--- config.mk ---
export PLATFORM = sky130hd
export DESIGN_NAME = ch2_sequencer
export DESIGN_NICKNAME = d
export VERILOG_FILES = /design/src/rtl/apu_pkg.sv /design/src/rtl/apu_envelope.sv /design/src/rtl/ch2_sequencer.sv
export SDC_FILE = /design/constraint.sdc
export NUM_CORES = 1
export LEC_CHECK = 0
export ABC_CLOCK_PERIOD_IN_PS = 2200
export BUFFER_PORTS_ARGS = -buffer_cell sky130_fd_sc_hd__buf_2
export CAP_MARGIN = 20
export CORE_MARGIN = 4
export CORE_UTILIZATION = 56
export CTS_CLUSTER_DIAMETER = 40
export DETAILED_ROUTE_END_ITERATION = 12
export GPL_TIMING_DRIVEN = 0
export PLACE_DENSITY = 0.78
export SLEW_MARGIN = 20
export SYNTH_ARGS = -nofsm -noshare
export SYNTH_HDL_FRONTEND = slang
export SYNTH_SLANG_ARGS = --single-unit
--- constraint.sdc ---
create_clock -name clk -period 2.2 [get_ports clk]
set_input_delay 0.22 -clock clk [delete_from_list [all_inputs] [get_ports clk]]
set_output_delay 0.22 -clock clk [all_outputs]
set_load 0.01 [all_outputs]
--- src/rtl/apu_pkg.sv ---
// Shared APU constants and types.
// Duty tables, frame sequencer decode and envelope config.
package apu_pkg;

    // Duty waveforms, bit index = duty_step.
    localparam logic [7:0] DUTY [4] = '{
        8'b1000_0000,
        8'b1000_0001,
        8'b1110_0001,
        8'b0111_1110
    };

    localparam logic [6:0] LEN_MAX     = 7'd64;
    localparam logic [7:0] FS_LEN_MASK = 8'b0101_0101;
    localparam logic [2:0] FS_ENV_STEP = 3'd7;

    typedef enum logic {
        ENV_DOWN = 1'b0,
        ENV_UP   = 1'b1
    } env_dir_e;

    // Same bit layout as the NRx2 register.
    typedef struct packed {
        logic [3:0] init_vol;
        env_dir_e   dir;
        logic [2:0] period;
    } env_cfg_t;

    function automatic logic duty_bit(
        input logic [1:0] sel,
        input logic [2:0] step
    );
        logic [7:0] pat;
        pat = DUTY[sel];
        return pat[step];
    endfunction

endpackage

--- src/rtl/apu_envelope.sv ---
// Volume envelope: volume, period timer and saturation freeze.
// Shared by the pulse and noise channels.
module apu_envelope
    import apu_pkg::*;
(
    input  logic       clk,
    input  logic       rst_n,
    input  logic       trigger,
    input  logic       env_clk,
    input  env_cfg_t   cfg,
    output logic [3:0] vol_q,
    output logic [3:0] vol_d
);

    logic [2:0] timer_q;
    logic [2:0] timer_d;
    logic       frozen_q;
    logic       frozen_d;
    logic       at_limit;
    logic       expire;

    assign at_limit = (cfg.dir == ENV_UP) ? (vol_q == 4'hF)
                                          : (vol_q == 4'h0);
    // An idle timer (0) expires on the next clock, like a count of 1.
    assign expire = (timer_q <= 3'd1);

    // Trigger reloads everything; otherwise count down and step volume.
    always_comb begin
        vol_d    = vol_q;
        timer_d  = timer_q;
        frozen_d = frozen_q;
        if (trigger) begin
            vol_d    = cfg.init_vol;
            timer_d  = cfg.period;
            frozen_d = 1'b0;
        end else if (env_clk && (cfg.period != 3'd0) && !frozen_q) begin
            if (expire) begin
                timer_d = cfg.period;
                if (at_limit) begin
                    frozen_d = 1'b1;
                end else if (cfg.dir == ENV_UP) begin
                    vol_d = vol_q + 4'd1;
                end else begin
                    vol_d = vol_q - 4'd1;
                end
            end else begin
                timer_d = timer_q - 3'd1;
            end
        end
    end

    // Envelope state registers.
    always_ff @(posedge clk or negedge rst_n) begin
        if (!rst_n) begin
            vol_q    <= 4'd0;
            timer_q  <= 3'd0;
            frozen_q <= 1'b0;
        end else begin
            vol_q    <= vol_d;
            timer_q  <= timer_d;
            frozen_q <= frozen_d;
        end
    end

endmodule

--- src/rtl/ch2_sequencer.sv ---
// APU channel 2 (pulse) controller.
// Frame sequencer, length counter, envelope and duty timer.
module ch2_sequencer
    import apu_pkg::*;
(
    input  logic        clk,
    input  logic        napu_reset,
    input  logic        frame_tick,
    input  logic        freq_tick,
    input  logic [1:0]  nr21_duty,
    input  logic [5:0]  nr21_len,
    input  logic        nr21_len_wr,
    input  logic [7:0]  nr22,
    input  logic [10:0] freq,
    input  logic        len_en,
    input  logic        trigger,
    output logic        ch2_on,
    output logic [3:0]  ch2_out,
    output logic [3:0]  ch2_vol,
    output logic [2:0]  duty_step
);

    logic [2:0]  fs_step_q;
    logic [2:0]  fs_step_d;
    logic [6:0]  len_cnt_q;
    logic [6:0]  len_cnt_d;
    logic [6:0]  len_base;
    logic        len_expire;
    logic        ch2_on_q;
    logic        ch2_on_d;
    logic [10:0] ftimer_q;
    logic [10:0] ftimer_d;
    logic [2:0]  duty_step_q;
    logic [2:0]  duty_step_d;
    logic [3:0]  ch2_out_q;
    logic [3:0]  ch2_out_d;
    logic [3:0]  vol_q;
    logic [3:0]  vol_d;
    logic        len_clk;
    logic        env_clk;
    logic        dac_on;
    env_cfg_t    env_cfg;

    assign len_clk = frame_tick && FS_LEN_MASK[fs_step_q];
    assign env_clk = frame_tick && (fs_step_q == FS_ENV_STEP);
    assign dac_on  = (nr22[7:3] != 5'd0);
    assign env_cfg = env_cfg_t'(nr22);

    // Frame sequencer step advances on every frame tick.
    always_comb begin
        fs_step_d = fs_step_q;
        if (frame_tick) begin
            fs_step_d = fs_step_q + 3'd1;
        end
    end

    // Length: a register load lands before the trigger's zero check.
    always_comb begin
        len_expire = 1'b0;
        len_base   = nr21_len_wr ? (LEN_MAX - {1'b0, nr21_len})
                                 : len_cnt_q;
        len_cnt_d  = len_base;
        if (trigger) begin
            if (len_base == 7'd0) begin
                len_cnt_d = LEN_MAX;
            end
        end else if (!nr21_len_wr && len_clk && len_en
                     && (len_cnt_q != 7'd0)) begin
            len_cnt_d  = len_cnt_q - 7'd1;
            len_expire = (len_cnt_q == 7'd1);
        end
    end

    // Channel enable: DAC off beats trigger, trigger beats expiry.
    always_comb begin
        ch2_on_d = ch2_on_q;
        if (!dac_on) begin
            ch2_on_d = 1'b0;
        end else if (trigger) begin
            ch2_on_d = 1'b1;
        end else if (len_expire) begin
            ch2_on_d = 1'b0;
        end
    end

    // Frequency timer counts up to 2047, then reloads and steps duty.
    always_comb begin
        ftimer_d    = ftimer_q;
        duty_step_d = duty_step_q;
        if (trigger) begin
            ftimer_d = freq;
        end else if (freq_tick) begin
            if (ftimer_q == 11'h7FF) begin
                ftimer_d    = freq;
                duty_step_d = duty_step_q + 3'd1;
            end else begin
                ftimer_d = ftimer_q + 11'd1;
            end
        end
    end

    // Sample from next-state values so it lines up with step and volume.
    always_comb begin
        ch2_out_d = 4'd0;
        if (ch2_on_d && duty_bit(nr21_duty, duty_step_d)) begin
            ch2_out_d = vol_d;
        end
    end

    apu_envelope u_env (
        .clk     (clk),
        .rst_n   (napu_reset),
        .trigger (trigger),
        .env_clk (env_clk),
        .cfg     (env_cfg),
        .vol_q   (vol_q),
        .vol_d   (vol_d)
    );

    // Sequencer, length, timer and output registers.
    always_ff @(posedge clk or negedge napu_reset) begin
        if (!napu_reset) begin
            fs_step_q   <= 3'd0;
            len_cnt_q   <= 7'd0;
            ch2_on_q    <= 1'b0;
            ftimer_q    <= 11'd0;
            duty_step_q <= 3'd0;
            ch2_out_q   <= 4'd0;
        end else begin
            fs_step_q   <= fs_step_d;
            len_cnt_q   <= len_cnt_d;
            ch2_on_q    <= ch2_on_d;
            ftimer_q    <= ftimer_d;
            duty_step_q <= duty_step_d;
            ch2_out_q   <= ch2_out_d;
        end
    end

    assign ch2_on    = ch2_on_q;
    assign ch2_out   = ch2_out_q;
    assign ch2_vol   = vol_q;
    assign duty_step = duty_step_q;

endmodule

==> impl_metrics.ini <==
[outcome]
status = completed

[power]
leakagePower_nw = 1.31
p_per_area_nw_per_um2 = 643
fin_total_pwr_w = 0.00183
vdd_drop_max_mv = 0.396

[synthesis]
synth.distinct_cells = 54
synth_area_per_cell_sq_um = 9.15
ys_seq_elements = 37
async_reset_ff_share_pct = 100
ys_warn_count = 0
netlist_instances = 269
synth_edf_count = 0
synth_ff_type = dfrtp_1
netlist_area_sq_um = 2460
syn_nets = 317
synth_seq_area_share_pct = 37.6

[final_layout]
final_nets = 367
final_cell_mix = buf_2, dfrtp_1, nand2_1, nor2_1, a21oi_1
drive_above_1_share_pct = 22.5
final_common_cell = buf_2
syn2layout_area_growth_pct = 15.9
diodes = 0

[sta]
fin_crit_sh_pct = 92.6
max_freq_ghz = 0.491
period_needed_ns = 2.04
finalMaxSlewViolations = 0
setup_viol = 0
finalSetupTns_ns = 0
hold_violations = 0
fin_worst_skew_ns = 0.00640
rsz0062_at_grt = no
slew_headroom_pct = 44.3
whs_ns = 0.0230
worst_slew_pin_slew_ns = 0.835

[min_path]
hp-class = input pin to async pin

[clocking]
h-tree-depth = 2
cts.path.max_buffers = 2
clock-sinks = 37
root_buffer = clkbuf_8
cts_tree = done
cts_hold_buf = 0
cts_buffers = 5
clock_latency_ns = 0.29
clk_pin_slew_ns = 0.08

[critical_path]
cp-start-kind = flip-flop
worstRegToRegCells = 8
worstPathRequired_ns = 2.36
crit_arrival_ns = 2.20
critPathKind = flip-flop to flip-flop
cp_max_fo = 10
cp-end-kind = flip-flop

[floorplan]
floorplan.initialDensity_pct = 59.8
die_w_um = 74.3
ios = 46
rows = 23
fp.dieH_um = 74.3
design.die.area_sq_um = 5520
core_sq_um = 4120

[global_route]
grt_pass1_vias = 2182
grt_max_degree = 38
grt_pass1_wl_um = 9520
grt_antenna_before_repair = 0
grt_use_total_pct = 21.9
overflow = 0

[route]
drc = 0
vias = 2246
drt_iter0_drc = 138
first_pass_iters = 4
detail-route-antenna-nets = 0
wl_per_cell_um = 15.0
via_per_inst = 6.07
wirelength_um = 5560

[placement]
io_buffers = 42
place_congestion = 0.837
dp_hpwl_um = 4170

[job]
drv_cap = 0
-- flip-flops by register name, indices dropped and copies added (netlist names), 3 cells and up --
register,flops
u_env.timer_q,3
ch2_out,4
ftimer_q,11
len_cnt_q,7
duty_step,3
fs_step_q,3
u_env.vol_q,4
-- cell families after synthesis --
| logic type | after synthesis | synth area share (%) |
|---|---|---|
| compound gates | 69 | 19.2 |
| xor+xnor | 12 | 4.27 |
| fa+ha+maj | 14 | 7.42 |
| buf+inv | 27 | 4.52 |
| flops | 37 | 37.6 |
| mux | 16 | 7.07 |
| simple gates | 94 | 19.9 |
-- worst max-delay path: stages, from the launching register on --
cell      delay (ns)
dfrtp_1         0.42
ha_1            0.25
and4_1          0.20
buf_2           0.17
a41o_1          0.23
clkbuf_1        0.23
a21o_1          0.21
a21oi_1         0.13
a21oi_1         0.05
-- path summary, 6_finish.rpt --
kind	slack, ns	to	start
hold reg to reg	0.51	fs_step_q[0]$_DFFE_PN0P_	fs_step_q[0]$_DFFE_PN0P_
max in group asynchronous	1.65	ftimer_q[7]$_DFFE_PN0P_	napu_reset
hold / removal	0.02	u_env.timer_q[0]$_DFFE_PN0P_	napu_reset
setup / recovery	0.16	ftimer_q[9]$_DFFE_PN0P_	ftimer_q[0]$_DFFE_PN0P_
min in group clk	0.12	ftimer_q[4]$_DFFE_PN0P_	freq[4]
setup reg to reg	0.16	ftimer_q[9]$_DFFE_PN0P_	ftimer_q[0]$_DFFE_PN0P_
-- timing repair --
item | CTS | global route
gates resized for setup | 2 | 3
setup endpoints to repair | 2 | 7
setup buffers | 0 | 1
-- Yosys cell counts, types with 2 or more instances --
cell | instances | area, sq um
a211oi_1 | 7 | 52.6
a21o_1 | 2 | 15.0
a21oi_1 | 16 | 80.1
a2bb2oi_1 | 3 | 26.3
a31oi_1 | 5 | 31.3
a41oi_1 | 2 | 17.5
and3_1 | 4 | 25.0
and4_1 | 3 | 26.3
buf_1 | 2 | 7.51
buf_2 | 2 | 10.0
clkbuf_1 | 7 | 26.3
dfrtp_1 | 37 | 926
ha_1 | 13 | 163
inv_1 | 15 | 56.3
mux2_2 | 7 | 78.8
mux2i_1 | 8 | 80.1
nand2_1 | 23 | 86.3
nand3_1 | 11 | 55.1
nand4_1 | 6 | 37.5
nor2_1 | 18 | 67.6
nor2b_1 | 3 | 18.8
nor3_1 | 8 | 40.0
nor4_1 | 4 | 25.0
o21a_1 | 4 | 30.0
o21ai_0 | 12 | 60.1
o22ai_1 | 2 | 12.5
o311a_1 | 2 | 20.0
o31ai_1 | 3 | 22.5
or2_2 | 2 | 12.5
or3_1 | 3 | 18.8
or4_1 | 2 | 15.0
xnor2_1 | 6 | 52.6
xor2_1 | 6 | 52.6
-- layer usage --
metal / vias to the layer above / track usage [%] / part of all wire [%]
li1: 1093 / - / -
met1: 1080 / 30.1 / 46
met2: 67 / 35.5 / 45
met3: 6 / 3.65 / 7.0
met4: 0 / 7.11 / 1.3
met5: - / 0 / 0
-- power breakdown --
group | switching, W | leakage (nW) | total (W) | internal (W)
Combinational | 0.000254 | 0.822 | 0.000479 | 0.000225
Sequential | 0.000102 | 0.446 | 0.000881 | 0.000779
Clock | 0.000255 | 0.0439 | 0.000473 | 0.000219
Total | 0.000611 | 1.31 | 0.00183 | 0.00122
-- area by class of cell --
class	count	area (sq um)
flip-flops and latches	37	926
multi-input cells	205	1450
fillers	377	1260
inverters	15	56.3
well taps	50	62.6
clock buffers	5	68.8
clock inverters	3	17.5
plain buffers	12	56.3
repair buffers	43	218
-- metrics by stage --
stage                     area (sq um)  setup WS, ns  util, %  instances
final                             2850         0.162     69.3        370
after floorplan                   2460         0.310        -        269
after global placement            2730        0.0243     66.4        361
after global routing              2850       0.00399     69.3        370
after CTS                         2830         0.107     68.7        369
after detailed placement          2730        0.0140     66.4        361
(Power assumes the default switching activity.)
